## config.mk

```make
export PLATFORM = sky130hd
export DESIGN_NAME = instr_fetch_seq
export DESIGN_NICKNAME = d
export VERILOG_FILES = /design/src/rtl/proc_pkg.sv /design/src/rtl/fetch_timer.sv /design/src/rtl/instr_fetch_seq.sv
export SDC_FILE = /design/constraint.sdc
export NUM_CORES = 1
export LEC_CHECK = 0
export BUFFER_PORTS_ARGS = -buffer_cell sky130_fd_sc_hd__buf_2
export CORE_MARGIN = 2
export CORE_UTILIZATION = 59
export CTS_CLUSTER_DIAMETER = 30
export DETAILED_ROUTE_END_ITERATION = 12
export GPL_ROUTABILITY_DRIVEN = 0
export PLACE_DENSITY = 0.88
export SYNTH_ARGS = -nofsm -noshare
export SYNTH_HDL_FRONTEND = slang
export SYNTH_SLANG_ARGS = --single-unit
```

## constraint.sdc

```tcl
create_clock -name Clock -period 3.45 [get_ports Clock]
set_clock_uncertainty 0.1 [all_clocks]
set_input_delay 0 -clock Clock [delete_from_list [all_inputs] [get_ports Clock]]
set_output_delay 0 -clock Clock [all_outputs]
set_load 0.05 [all_outputs]
```

## src/rtl/proc_pkg.sv

```systemverilog
// Shared definitions for the 9-bit processor and its instruction fetch sequencer.
package proc_pkg;

  localparam int DATA_W = 9;
  localparam int ADDR_W = 5;
  localparam int TMR_W  = 8;

  localparam logic [2:0] OP_MV  = 3'b000;
  localparam logic [2:0] OP_MVI = 3'b001;
  localparam logic [2:0] OP_ADD = 3'b010;
  localparam logic [2:0] OP_SUB = 3'b011;

  typedef enum logic [2:0] {
    IDLE,
    FETCH1,
    FETCH2,
    ISSUE,
    WAIT_DONE
  } fetch_state_e;

  function automatic logic [2:0] opcode_of(input logic [DATA_W-1:0] word);
    return word[DATA_W-1 -: 3];
  endfunction

endpackage

```

## src/rtl/fetch_timer.sv

```systemverilog
// Loadable down-counter; expired while the count sits at zero.
module fetch_timer
  import proc_pkg::*;
(
  input  logic             clk_i,
  input  logic             rst_i,
  input  logic             load_i,
  input  logic [TMR_W-1:0] value_i,
  output logic             expired_o
);

  logic [TMR_W-1:0] count_q, count_d;

  always_comb begin
    count_d = count_q;
    if (load_i) begin
      count_d = value_i;
    end else if (count_q != '0) begin
      count_d = count_q - TMR_W'(1);
    end
  end

  always_ff @(posedge clk_i) begin
    if (rst_i) begin
      count_q <= '0;
    end else begin
      count_q <= count_d;
    end
  end

  assign expired_o = (count_q == '0);

endmodule

```

## src/rtl/instr_fetch_seq.sv

```systemverilog
// Fetch sequencer: walks the instruction ROM, presents each instruction (and mvi immediate)
// on DIN with a one-cycle Run pulse, then waits for the processor's Done.
module instr_fetch_seq
  import proc_pkg::*;
#(
  parameter int unsigned ROM_LATENCY  = 1,
  parameter int unsigned DONE_TIMEOUT = 15,
  parameter logic [2:0]  MVI_OPCODE   = OP_MVI
) (
  input  logic              Clock,
  input  logic              Reset,
  input  logic              Enable,
  input  logic [DATA_W-1:0] MemData,
  input  logic              Done,
  output logic [ADDR_W-1:0] MemAddr,
  output logic [DATA_W-1:0] DIN,
  output logic              Run,
  output logic              Busy,
  output logic              Error
);

  // Sync ROM samples the address one edge after it changes, so a fetch lasts ROM_LATENCY+1 cycles.
  localparam logic [TMR_W-1:0] LAT_LOAD  = TMR_W'(ROM_LATENCY);
  localparam logic [TMR_W-1:0] WAIT_LOAD = TMR_W'(DONE_TIMEOUT - 1);

  fetch_state_e      state_q, state_d;
  logic [ADDR_W-1:0] pc_q, pc_d;
  logic [DATA_W-1:0] ir_q, ir_d;
  logic [DATA_W-1:0] imm_q, imm_d;
  logic [ADDR_W-1:0] addr_q, addr_d;
  logic [DATA_W-1:0] din_q, din_d;
  logic              run_q, run_d;
  logic              busy_q, busy_d;
  logic              error_q, error_d;

  logic              tmr_load;
  logic [TMR_W-1:0]  tmr_value;
  logic              tmr_expired;
  logic              ir_is_mvi;
  logic [ADDR_W-1:0] pc_inc;

  fetch_timer u_timer (
    .clk_i     (Clock),
    .rst_i     (Reset),
    .load_i    (tmr_load),
    .value_i   (tmr_value),
    .expired_o (tmr_expired)
  );

  assign ir_is_mvi = (opcode_of(ir_q) == MVI_OPCODE);
  assign pc_inc    = pc_q + (ir_is_mvi ? ADDR_W'(2) : ADDR_W'(1));

  always_comb begin
    state_d   = state_q;
    pc_d      = pc_q;
    ir_d      = ir_q;
    imm_d     = imm_q;
    addr_d    = addr_q;
    din_d     = din_q;
    run_d     = 1'b0;
    error_d   = error_q;
    tmr_load  = 1'b0;
    tmr_value = '0;

    unique case (state_q)
      IDLE: begin
        if (Enable && !error_q) begin
          state_d   = FETCH1;
          addr_d    = pc_q;
          tmr_load  = 1'b1;
          tmr_value = LAT_LOAD;
        end
      end
      FETCH1: begin
        if (tmr_expired) begin
          ir_d = MemData;
          if (opcode_of(MemData) == MVI_OPCODE) begin
            state_d   = FETCH2;
            addr_d    = pc_q + ADDR_W'(1);
            tmr_load  = 1'b1;
            tmr_value = LAT_LOAD;
          end else begin
            state_d = ISSUE;
            din_d   = MemData;
            run_d   = 1'b1;
          end
        end
      end
      FETCH2: begin
        if (tmr_expired) begin
          imm_d   = MemData;
          state_d = ISSUE;
          din_d   = ir_q;
          run_d   = 1'b1;
        end
      end
      ISSUE: begin
        state_d   = WAIT_DONE;
        din_d     = ir_is_mvi ? imm_q : ir_q;
        tmr_load  = 1'b1;
        tmr_value = WAIT_LOAD;
      end
      WAIT_DONE: begin
        // Done takes priority over a timeout landing in the same cycle.
        if (Done) begin
          pc_d = pc_inc;
          if (Enable) begin
            state_d   = FETCH1;
            addr_d    = pc_inc;
            tmr_load  = 1'b1;
            tmr_value = LAT_LOAD;
          end else begin
            state_d = IDLE;
          end
        end else if (tmr_expired) begin
          error_d = 1'b1;
          state_d = IDLE;
        end
      end
      default: state_d = IDLE;
    endcase

    busy_d = (state_d != IDLE);
  end

  always_ff @(posedge Clock) begin
    if (Reset) begin
      state_q <= IDLE;
      pc_q    <= '0;
      ir_q    <= '0;
      imm_q   <= '0;
      addr_q  <= '0;
      din_q   <= '0;
      run_q   <= 1'b0;
      busy_q  <= 1'b0;
      error_q <= 1'b0;
    end else begin
      state_q <= state_d;
      pc_q    <= pc_d;
      ir_q    <= ir_d;
      imm_q   <= imm_d;
      addr_q  <= addr_d;
      din_q   <= din_d;
      run_q   <= run_d;
      busy_q  <= busy_d;
      error_q <= error_d;
    end
  end

  assign MemAddr = addr_q;
  assign DIN     = din_q;
  assign Run     = run_q;
  assign Busy    = busy_q;
  assign Error   = error_q;

endmodule

```

==> out/results.txt <==
outcome = finished clean
Final Power = 2.27 mW
Residual DRC = 0
Die X = 70.4 um
f_max = 391 MHz
Required @ worst endpoint = 3530 ps
Mapped Cells = 279
Leak = 1.32 nW
initial antenna violation count = 0
CP Class = register to register
core footprint = 4290 um^2
DRT Pass-1 Iters = 5
PD cells = 770 nW/um^2
vias in the first global route = 2,133
Seq/Total Area, Yosys = 0.393
HPWL after detailed placement = 3810 um
crit path launch type = register
Final min period = 2560 ps
Clock Latency Late Sink = 310 ps
commonest non-fill, non-tap cell in the layout = dfxtp_1
violation count after the first detailed-route iteration = 169
worst r2r dst = ir_q[0]
Area Growth Syn to Fin = 13.7%
Worst Tran Pin Value = 689 ps
Reg2Reg Setup Slack = 890 ps
global-route wire length before repair = 9670 um
die height = 70.4 um
largest net degree at the start of global routing = 52
Setup TNS Final = 0 ps
CTS root buf = clkbuf_8
Synth Flop Type = dfxtp_1
row count = 24
maximum vdd drop = 0.260 mV
# port buffers = 29
Synth cell types = 52
Non-Filler Instances = 365
Finished Core Util = 0.688
crit-path cells = inv_1, ha_1, nor4b_4, nand3_1, mux2i_1, nor2_1
Hold Path Sink = MemAddr[4]
fin. max-slew vios = 0
CP endpoint kind = register
Internal Power = 1.28 mW
flops & latches, synth = 51
H-tree lvl count = 2
slowest CP cell = nand3_1
DRT antenna net count = 0
number of buffers and inverters on the critical path = 1
Synth Warn # = 0
placed cells = 347
unrepaired setup endpoints after global routing = false
Mean Syn Cell Area = 9.31 um^2
hold_sp = Reset
Logic pwr share = 0.479
endpoints failing hold = 0
Reg-to-Reg Start = u_timer.count_q[0]
Final period util = 0.742
via count = 2,229
worst hold path class = input port to register
Data arrival, critical path = 2640 ps
critical path's top delay family = simple AND/OR/NAND/NOR gates
Post-synth EDFFs = 0
CTS tree = built
layout cells sized above 1 = 0.195
WL per Instance = 16.1 um
Total Wirelength = 5890 um
initial cell density of the core = 0.605
Max Cap Viol = 0
Max-slew headroom = 0.539
final net count = 330
post-synthesis async set-or-reset flop share = 0
Mapped Nets = 297
Post-Syn Area = 2600 um^2
Hold Crit Depth = 4
largest stage delay on the critical path = 660 ps
Clock Power Share = 0.152
Psw = 0.994 mW
number of diodes = 0
commonest cells after routing, fill and taps aside = 51 x dfxtp_1, 33 x nor2_1, 31 x mux2i_1
CTS Sinks = 51
grt total ovfl = 0
Critical Path Fanout Max = 11
endpoints failing setup = 0
num ports = 30
via/cell ratio = 6.11
Sw Ratio = 0.437
clk slew on worst S/H paths = 100 ps
GR Util All Layers = 0.244
DIE AREA = 4950 um^2
Max clock buf depth = 2
cts bufs inserted = 5
reg2reg path depth = 6
sequential share of power = 0.370
==> power groups by stage <==
stage                     Sequential, mW  Clock, mW  Combinational [mW]
after global placement             0.841          0                1.03
after global routing               0.856      0.366                1.16
after floorplan                    0.977          0               0.718
final                              0.840      0.345                1.09
after detailed placement           0.849          0                1.06
after CTS                          0.835      0.346                1.07
==> layout make-up <==
class / count / area (um^2)
Clock buffer: 6 / 72.6
Clock inverter: 2 / 12.5
Fill cell: 332 / 1340
Inverter: 4 / 15.0
Multi-Input combinational cell: 207 / 1490
Sequential cell: 51 / 1020
Tap cell: 52 / 65.1
Timing Repair Buffer: 43 / 275
==> repair_timing <==
| action | 4_1_cts | 5_1_grt |
|---|---|---|
| setup buffers | 0 | 0 |
| endpoints found under the hold margin | 21 | 0 |
| resized for setup | 0 | 0 |
| hold buffers | 10 | 0 |
==> synth_stat cells, types with 5 or more instances <==
cell type  number  share of area
dfxtp_1        51           0.39
nor2_1         33          0.048
xor2_1          5          0.017
nor2b_1         8          0.019
o21ai_0        13          0.025
a21oi_1        22          0.042
clkbuf_1       12          0.017
nand3_1        10          0.019
mux2_4          7          0.040
mux2i_1        31           0.12
nand2_1         9          0.013
==> worst max path at each step <==
stage                                  start       to  slack (ps)  depth (start not counted)
final                     u_timer.count_q[0]  ir_q[0]         890                          6
after global routing      u_timer.count_q[0]  ir_q[8]         770                          6
after CTS                 u_timer.count_q[0]      Run        1010                          6
after detailed placement  u_timer.count_q[0]  ir_q[0]        1020                          6
after global placement    u_timer.count_q[0]   DIN[3]        1130                          6
after floorplan           u_timer.count_q[0]   DIN[0]        1400                          7
==> per-layer routing <==
layer / vias up / global-route usage / share of wire
met4: 0 / 0.105 / 0.023
met5: - / 0 / 0
met3: 17 / 0.0563 / 0.056
li1: 1078 / - / -
met2: 72 / 0.389 / 0.48
met1: 1062 / 0.315 / 0.44
==> state kept, by name, summed over array words and instances, names as in the netlist <==
name,cells
u_timer.count_q,8
Run,1
ir_q,9
Error,1
imm_q,9
Busy,1
MemAddr,5
pc_q,5
state_q,3
DIN,9
==> worst reg2reg max path, cell delays in order (launching register included) <==
cell     delay, ps
dfxtp_1        340
inv_1           80
ha_1           210
nor4b_4        550
nand3_1        660
mux2i_1        390
nor2_1          90
==> logic make-up after synthesis <==
family / after synthesis / share of synthesized area
AO/OA/AOI/OAI: 61 / 0.147
XOR/XNOR: 5 / 0.0169
adder cells (fa/ha/maj): 5 / 0.0270
buffers and inverters: 21 / 0.0347
flip-flops: 51 / 0.393
multiplexers: 38 / 0.160
AND/OR/NAND/NOR: 98 / 0.221
==> metrics by stage <==
stage               area (um^2)  setup WS [ps]  hold slack, ps
floorplan                  2600           1400            43.9
global placement           2770           1130             156
detailed placement         2770           1020             169
CTS                        2950           1010            82.5
global route               2950            766             121
finish                     2950            892            79.3
Power figures use the tool's default switching activity.
